### src/rtl/imem_loader_pkg.sv
// Shared definitions for the instruction-memory loader.
// Holds the loader state encoding and the defaults shared with fetch.
package imem_loader_pkg;

    localparam int unsigned MEM_BYTES_DEF = 56;
    localparam logic [31:0] HALT_WORD_DEF = 32'hFFFF_FFFF;

    typedef enum logic [2:0] {
        ST_IDLE  = 3'd0,
        ST_LOAD  = 3'd1,
        ST_WRITE = 3'd2,
        ST_DONE  = 3'd3,
        ST_OVF   = 3'd4
    } load_state_t;

    // Big-endian byte lane: idx 0 is the MSB.
    function automatic logic [7:0] be_byte(input logic [31:0] w,
                                           input logic [1:0] idx);
        logic [31:0] s;
        s = w << (8 * idx);
        return s[31:24];
    endfunction

endpackage

### src/rtl/imem_loader.sv
// Streams 32-bit instruction words into byte-wide instruction memory,
// MSB first, holding the CPU via busy until HALT_WORD or overflow.
module imem_loader
    import imem_loader_pkg::*;
#(
    parameter int unsigned MEM_BYTES = MEM_BYTES_DEF,
    parameter int unsigned ADDR_W    = 32,
    parameter logic [31:0] HALT_WORD = HALT_WORD_DEF
) (
    input  logic              clk,
    input  logic              reset,
    input  logic              start,
    input  logic              in_valid,
    input  logic [31:0]       in_data,
    output logic              in_ready,
    output logic              mem_we,
    output logic [ADDR_W-1:0] mem_addr,
    output logic [7:0]        mem_wdata,
    output logic              busy,
    output logic              done,
    output logic              overflow,
    output logic [ADDR_W-1:0] word_count
);

    // Highest base at which a full word still fits.
    localparam logic [ADDR_W-1:0] LAST_BASE = ADDR_W'(MEM_BYTES - 4);

    load_state_t       state;
    logic [1:0]        idx;
    logic [ADDR_W-1:0] base;
    logic [ADDR_W-1:0] count;
    logic [31:0]       word;

    always_ff @(posedge clk) begin
        if (reset) begin
            state <= ST_IDLE;
            idx   <= 2'd0;
            base  <= '0;
            count <= '0;
            word  <= '0;
        end else begin
            unique case (state)
                ST_IDLE, ST_DONE, ST_OVF: begin
                    if (start) begin
                        state <= ST_LOAD;
                        base  <= '0;
                        count <= '0;
                    end
                end
                ST_LOAD: begin
                    if (in_valid) begin
                        word <= in_data;
                        idx  <= 2'd0;
                        if (base > LAST_BASE) begin
                            state <= ST_OVF;
                        end else begin
                            state <= ST_WRITE;
                        end
                    end
                end
                ST_WRITE: begin
                    idx <= idx + 2'd1;
                    if (idx == 2'd3) begin
                        base  <= base + ADDR_W'(4);
                        count <= count + ADDR_W'(1);
                        state <= (word == HALT_WORD) ? ST_DONE : ST_LOAD;
                    end
                end
                default: state <= ST_IDLE;
            endcase
        end
    end

    always_comb begin
        in_ready  = (state == ST_LOAD);
        busy      = (state == ST_LOAD) || (state == ST_WRITE);
        done      = (state == ST_DONE);
        overflow  = (state == ST_OVF);
        mem_we    = (state == ST_WRITE);
        mem_addr  = base;
        mem_wdata = 8'h00;
        if (state == ST_WRITE) begin
            mem_addr  = base + ADDR_W'(idx);
            mem_wdata = be_byte(word, idx);
        end
    end

    assign word_count = count;

endmodule

### config.mk
export PLATFORM = sky130hd
export DESIGN_NAME = imem_loader
export DESIGN_NICKNAME = d
export VERILOG_FILES = /design/src/rtl/imem_loader_pkg.sv /design/src/rtl/imem_loader.sv
export SDC_FILE = /design/constraint.sdc
export NUM_CORES = 1
export LEC_CHECK = 0
export ABC_AREA = 1
export ABC_CLOCK_PERIOD_IN_PS = 2400
export CAP_MARGIN = 20
export CORE_ASPECT_RATIO = 0.8
export CORE_MARGIN = 5
export CORE_UTILIZATION = 52
export DETAILED_ROUTE_END_ITERATION = 6
export GPL_ROUTABILITY_DRIVEN = 1
export PLACE_DENSITY = 0.81
export SKIP_LAST_GASP = 1
export SLEW_MARGIN = 20
export SYNTH_ARGS = -nofsm -noshare
export SYNTH_HDL_FRONTEND = slang
export SYNTH_SLANG_ARGS = --single-unit
### constraint.sdc
create_clock -name clk -period 2.4 [get_ports clk]
set_input_delay 0.48 -clock clk [delete_from_list [all_inputs] [get_ports clk]]
set_output_delay 0.48 -clock clk [all_outputs]
set_load 0.005 [all_outputs]
# Yosys cells after proc, flatten, opt, wreduce, memory -nomap -nowiden

Index checks and enable logic that the tools add are counted.

Add/subtract/negate cells: 4
Order comparisons: 1
Eq/ne operators: 9
Shift-type cells: 1
Multiplexer cells: 15
Reductions and logical operators: 9

Operator list:

| operator                | count |
|---|---|
| $mux W32                | 4 |
| $pmux W32 S2            | 2 |
| $add A32 B1 Y32 const B | 1 |
| $add A32 B2 Y32         | 1 |
| $add A32 B3 Y32 const B | 1 |
| $eq A32 B32 Y1 const B  | 1 |
| $gt A32 B6 Y1 const B   | 1 |
| $shl A32 B5 Y32         | 1 |
| $mux W3                 | 4 |
| $pmux W3 S3             | 1 |
| $mux W8                 | 1 |
| $eq A3 B2 Y1 const B    | 2 |
| $reduce_and A3 Y1       | 2 |
| $mux W2                 | 2 |
| $ne A2 B2 Y1 const B    | 2 |
| $pmux W2 S2             | 1 |
| $reduce_and A2 Y1       | 2 |
| $reduce_bool A2 Y1      | 2 |
| $eq A3 B1 Y1 const B    | 1 |
| $eq A3 B3 Y1 const B    | 1 |
| $logic_not A3 Y1        | 1 |
| $reduce_or A3 Y1        | 1 |
| $add A2 B1 Y2 const B   | 1 |
| $eq A2 B2 Y1 const B    | 1 |
| 2 further kinds         | 2 |

Register bits: 101
Bits of input ports: 36
Output and inout bits: 77

# Longest topological paths before layout

Depth in word-level cells: 4
Depth in mapped cells: 12
Gate-level depth less buffers: 11

# Worst setup path before layout

No wires, ideal clock.

Path kind: reg2out
Start: reg idx[0]
End: out mem_wdata[6]
Arrival time: 1.252 ns
Required time: 1.920 ns
Path slack: 0.668 ns
Stages on the path, launching flop included: 7
Path buffers: 2
Cells stage by stage: dfxtp_1 -> clkbuf_1 -> inv_1 -> clkbuf_1 -> a21oi_1 -> o21ai_0 -> a21oi_1

Word-level cells in the longest chain between the ends: 2

RTL lines:

| item                   | line                  | text |
|---|---|---|
| start, declared        | imem_loader.sv:29     | `logic [1:0] idx;` |
| start signal, assigned | imem_loader.sv:62     | `idx <= idx + 2'd1;` |
| $shl A32 B5 Y32        | imem_loader_pkg.sv:20 | `s = w << (8 * idx);` |
| $mux W8                | imem_loader.sv:82     | `if (state == ST_WRITE) begin` |
| end, declared          | imem_loader.sv:18     | `output logic [7:0] mem_wdata,` |

No other way between the ends.

# Final worst setup path

Start: reg state[2]
End: out mem_wdata[1]

Word-level cells in the longest chain between the ends: 2

RTL lines:

| item                   | line              | text |
|---|---|---|
| start, declared        | imem_loader.sv:28 | `load_state_t state;` |
| start signal, assigned | imem_loader.sv:66 | `state <= (word == HALT_WORD) ? ST_DONE : ST_LOAD;` |
| $eq A3 B2 Y1           | imem_loader.sv:82 |  |
| $mux W8                | imem_loader.sv:82 |  |

No other way between the ends.

==> impl_metrics.env <==
export IMPL_outcome="finished with violations"
export IMPL_failed_checks="setup timing"
export IMPL_dieArea_sq_um=12940
export IMPL_setup_violations_final=3
export IMPL_clock_power_share_pct=28.5
export IMPL_track_usage_pct=23.84
export IMPL_h_tree_depth=3
export IMPL_drive_gt1_share_pct=7.874
export IMPL_initial_core_util_pct=53.95
export IMPL_ys_ff_latch=99
export IMPL_vias=5973
export IMPL_synth_cell_type_count=30
export IMPL_p_int_mw=3.537
export IMPL_grt_max_degree=51
export IMPL_syn2layout_area_growth_pct=29.58
export IMPL_antenna_found_initial=0
export IMPL_avgSynthCellArea_sq_um=6.111
export IMPL_crit_type="flop to output port"
export IMPL_dp_slack_ns=0.2023
export IMPL_cp_num_buf_inv=3
export IMPL_p_switching_mw=2.064
export IMPL_port_buffers=112
export IMPL_cts_hold_buf=0
export IMPL_fp_dieW_um=125.9
export IMPL_required_ns=1.92
export IMPL_vias_per_cell=5.167
export IMPL_finClkSkew_ns=0.009569
export IMPL_wl_per_cell_um=13.68
export IMPL_rows=33
export IMPL_rsz0062_at_grt="true"
export IMPL_synth_seq_area_share_pct=35.44
export IMPL_final_cell_mix="nand2_1, nor2_1, inv_1, clkdlybuf4s50_1, dfxtp_1"
export IMPL_drcViolationCount=0
export IMPL_grt_first_pass_wirelength_mm=25.59
export IMPL_syn_num_nets=956
export IMPL_clock_sinks=99
export IMPL_fin_crit_sh_pct=102.5
export IMPL_ys_warn_count=0
export IMPL_place_hpwl_mm=11.14
export IMPL_postRouteAntennaNets=0
export IMPL_min_period_ns=2.459
export IMPL_path_max_fanout=6
export IMPL_worstRegToRegCells=12
export IMPL_timing_rr_start="state[2]$_SDFFE_PP0P_"
export IMPL_cellPowerDensity_nw_per_um2=772.9
export IMPL_routed_wl_mm=15.82
export IMPL_cts_tree="done"
export IMPL_final_util_pct=69.91
export IMPL_worstSkewPairLatency_ns=0.35
export IMPL_clockRootBuffer="clkbuf_16"
export IMPL_drtIter0Drc=526
export IMPL_whs_path_depth=2
export IMPL_first_global_vias=5227
export IMPL_grt_overflow_total=0
export IMPL_dieHeight_um=102.8
export IMPL_slew_headroom_pct=63.82
export IMPL_final_common_cell="nand2_1"
export IMPL_hold_viol=0
export IMPL_setup_worst_path_end_class="output port"
export IMPL_drv_slew=0
export IMPL_core_sq_um=10360
export IMPL_slowest_delay_ns=0.53
export IMPL_syn_area_sq_um=5592
export IMPL_cts_buffers=9
export IMPL_layout_nets=1052
export IMPL_setup_slack_ns=-0.05881
export IMPL_path_clk_slew_ns=0.06
export IMPL_regToRegSetupSlack_ns=0.22
export IMPL_r2r_end="base[17]$_SDFFE_PP0P_"
export IMPL_crit_family="buffers and inverters"
export IMPL_clk_path_buf_depth=2
export IMPL_fmax_mhz=406.7
export IMPL_min_path_type="flop to flop"
export IMPL_place_gp_congestion=0.9473
export IMPL_power_leakage_nw=2.836
export IMPL_worstPathCellList="inv_2, nand2_2, nor2_4, clkinvlp_4, a21oi_1, clkdlybuf4s50_1"
export IMPL_fill_cells=901
export IMPL_syn_inst=915
export IMPL_antenna_cells=0
export IMPL_start_kind="flop"
export IMPL_hold_path_startpoint="word[21]$_SDFFE_PP0P_"
export IMPL_ios=113
export IMPL_seq_power_share_pct=36.1
export IMPL_p_comb_share_pct=35.4
export IMPL_arrival_ns=1.98
export IMPL_peakVddDrop_uv=554.3
export IMPL_slowest_stage="clkdlybuf4s50_1"
export IMPL_tightest_slew_ns=0.5408
export IMPL_swShare_pct=36.85
export IMPL_maxCapViolCount=0
export IMPL_first_pass_iters=5
export IMPL_holdPathEnd="word[21]$_SDFFE_PP0P_"
-- sequential cells by signal, summed over array words and instances (netlist names) --
signal	count
base	30
idx	2
state	3
word	32
word_count	32
-- per-stage QoR --
stage	cells	TNS (ns)	instance area, sq um	power [mW]	hold WS, ns
after global routing	1156	-0.3236	7246	5.897	0.5024
after CTS	1144	-0.1803	7136	5.507	0.4707
after global placement	1121	0	6734	3.811	0.4594
after floorplan	915	0	5592	3.295	0.4439
after detailed placement	1121	0	6734	3.832	0.4610
final	1156	-0.08010	7246	5.600	0.4711
-- final cells by class --
cell class	instances	area [sq um]	area share, %
multi-input cells	632	2897	39.98
inverters	126	489.2	6.752
clock buffers	12	256.5	3.540
flip-flops and latches	99	1984	27.39
clock inverters	4	72.57	1.002
repair buffers	142	1364	18.82
repair inverters	1	7.507	0.1036
well taps	140	175.2	2.418
-- metal layers --
layer | GRT usage, % | wire, um
met3 | 5.023 | 1337
met1 | 35.89 | 7547
met4 | 5.359 | 226
met2 | 35.06 | 6704
met5 | 0 | 0
-- tightest hold or removal path, cell delays in order, from the launching register on --
cell and delay [ns]:
dfxtp_1 0.31, inv_1 0.06, a21oi_1 0.06
-- worst max path at each step --
stage	depth (start not counted)	slack, ns	from	to
6_report	6	-0.06	state[2]$_SDFFE_PP0P_	mem_wdata[1]
2_1_floorplan	6	0.67	idx[0]$_SDFFE_PP0P_	mem_wdata[6]
3_3_place_gp	8	0.24	start	base[17]$_SDFFE_PP0P_
5_1_grt	6	-0.1	state[2]$_SDFFE_PP0P_	mem_wdata[1]
4_1_cts	6	-0.04	state[2]$_SDFFE_PP0P_	mem_wdata[5]
3_5_place_dp	8	0.20	start	base[17]$_SDFFE_PP0P_
-- power groups by stage --
stage / combinational (mW) / sequential (mW) / clock [mW]
finish: 1.98 / 2.02 / 1.60
global placement: 1.78 / 2.03 / 0
detailed placement: 1.79 / 2.04 / 0
floorplan: 1.31 / 1.99 / 0
CTS: 1.89 / 2.01 / 1.62
global route: 2.18 / 2.04 / 1.67
-- synth_stat cells --
cell / instances / share of area (%)
nand2_1: 195 / 13
nor2_1: 179 / 12
inv_1: 122 / 8.2
dfxtp_1: 99 / 35
a21oi_1: 60 / 5.4
o21ai_0: 60 / 5.4
nand3_1: 50 / 4.5
clkbuf_1: 44 / 3.0
nor3_1: 29 / 2.6
nand4_1: 23 / 2.6
o21ai_1: 10 / 0.90
buf_2: 7 / 0.63
a21oi_2: 5 / 0.78
buf_6: 5 / 1.0
ha_1: 5 / 1.1
nand2_4: 3 / 0.60
nand3b_1: 3 / 0.40
inv_2: 2 / 0.13
nand2_2: 2 / 0.22
nor2_4: 2 / 0.40
a21o_1: 1 / 0.13
a21oi_4: 1 / 0.29
buf_4: 1 / 0.13
clkbuf_2: 1 / 0.089
clkinv_1: 1 / 0.067
inv_4: 1 / 0.11
nor2_8: 1 / 0.36
nor3_4: 1 / 0.29
nor3b_1: 1 / 0.13
or2_2: 1 / 0.11
-- cells by family after synthesis --
kind of cell	synth area share, %
AND/OR/NAND/NOR	37.28
buffers and inverters	13.31
AO/OA/AOI/OAI	12.84
adder cells (fa/ha/maj)	1.119
flip-flops	35.44
-- what timing repair did --
action | 4_1_cts | 5_1_grt
setup endpoints to repair | 11 | 14
pin swaps | 2 | 1
resized for setup | 17 | 7
cloned | 1 | 0
setup buffers | 6 | 12
No activity file was read; power rests on OpenSTA's default activity.
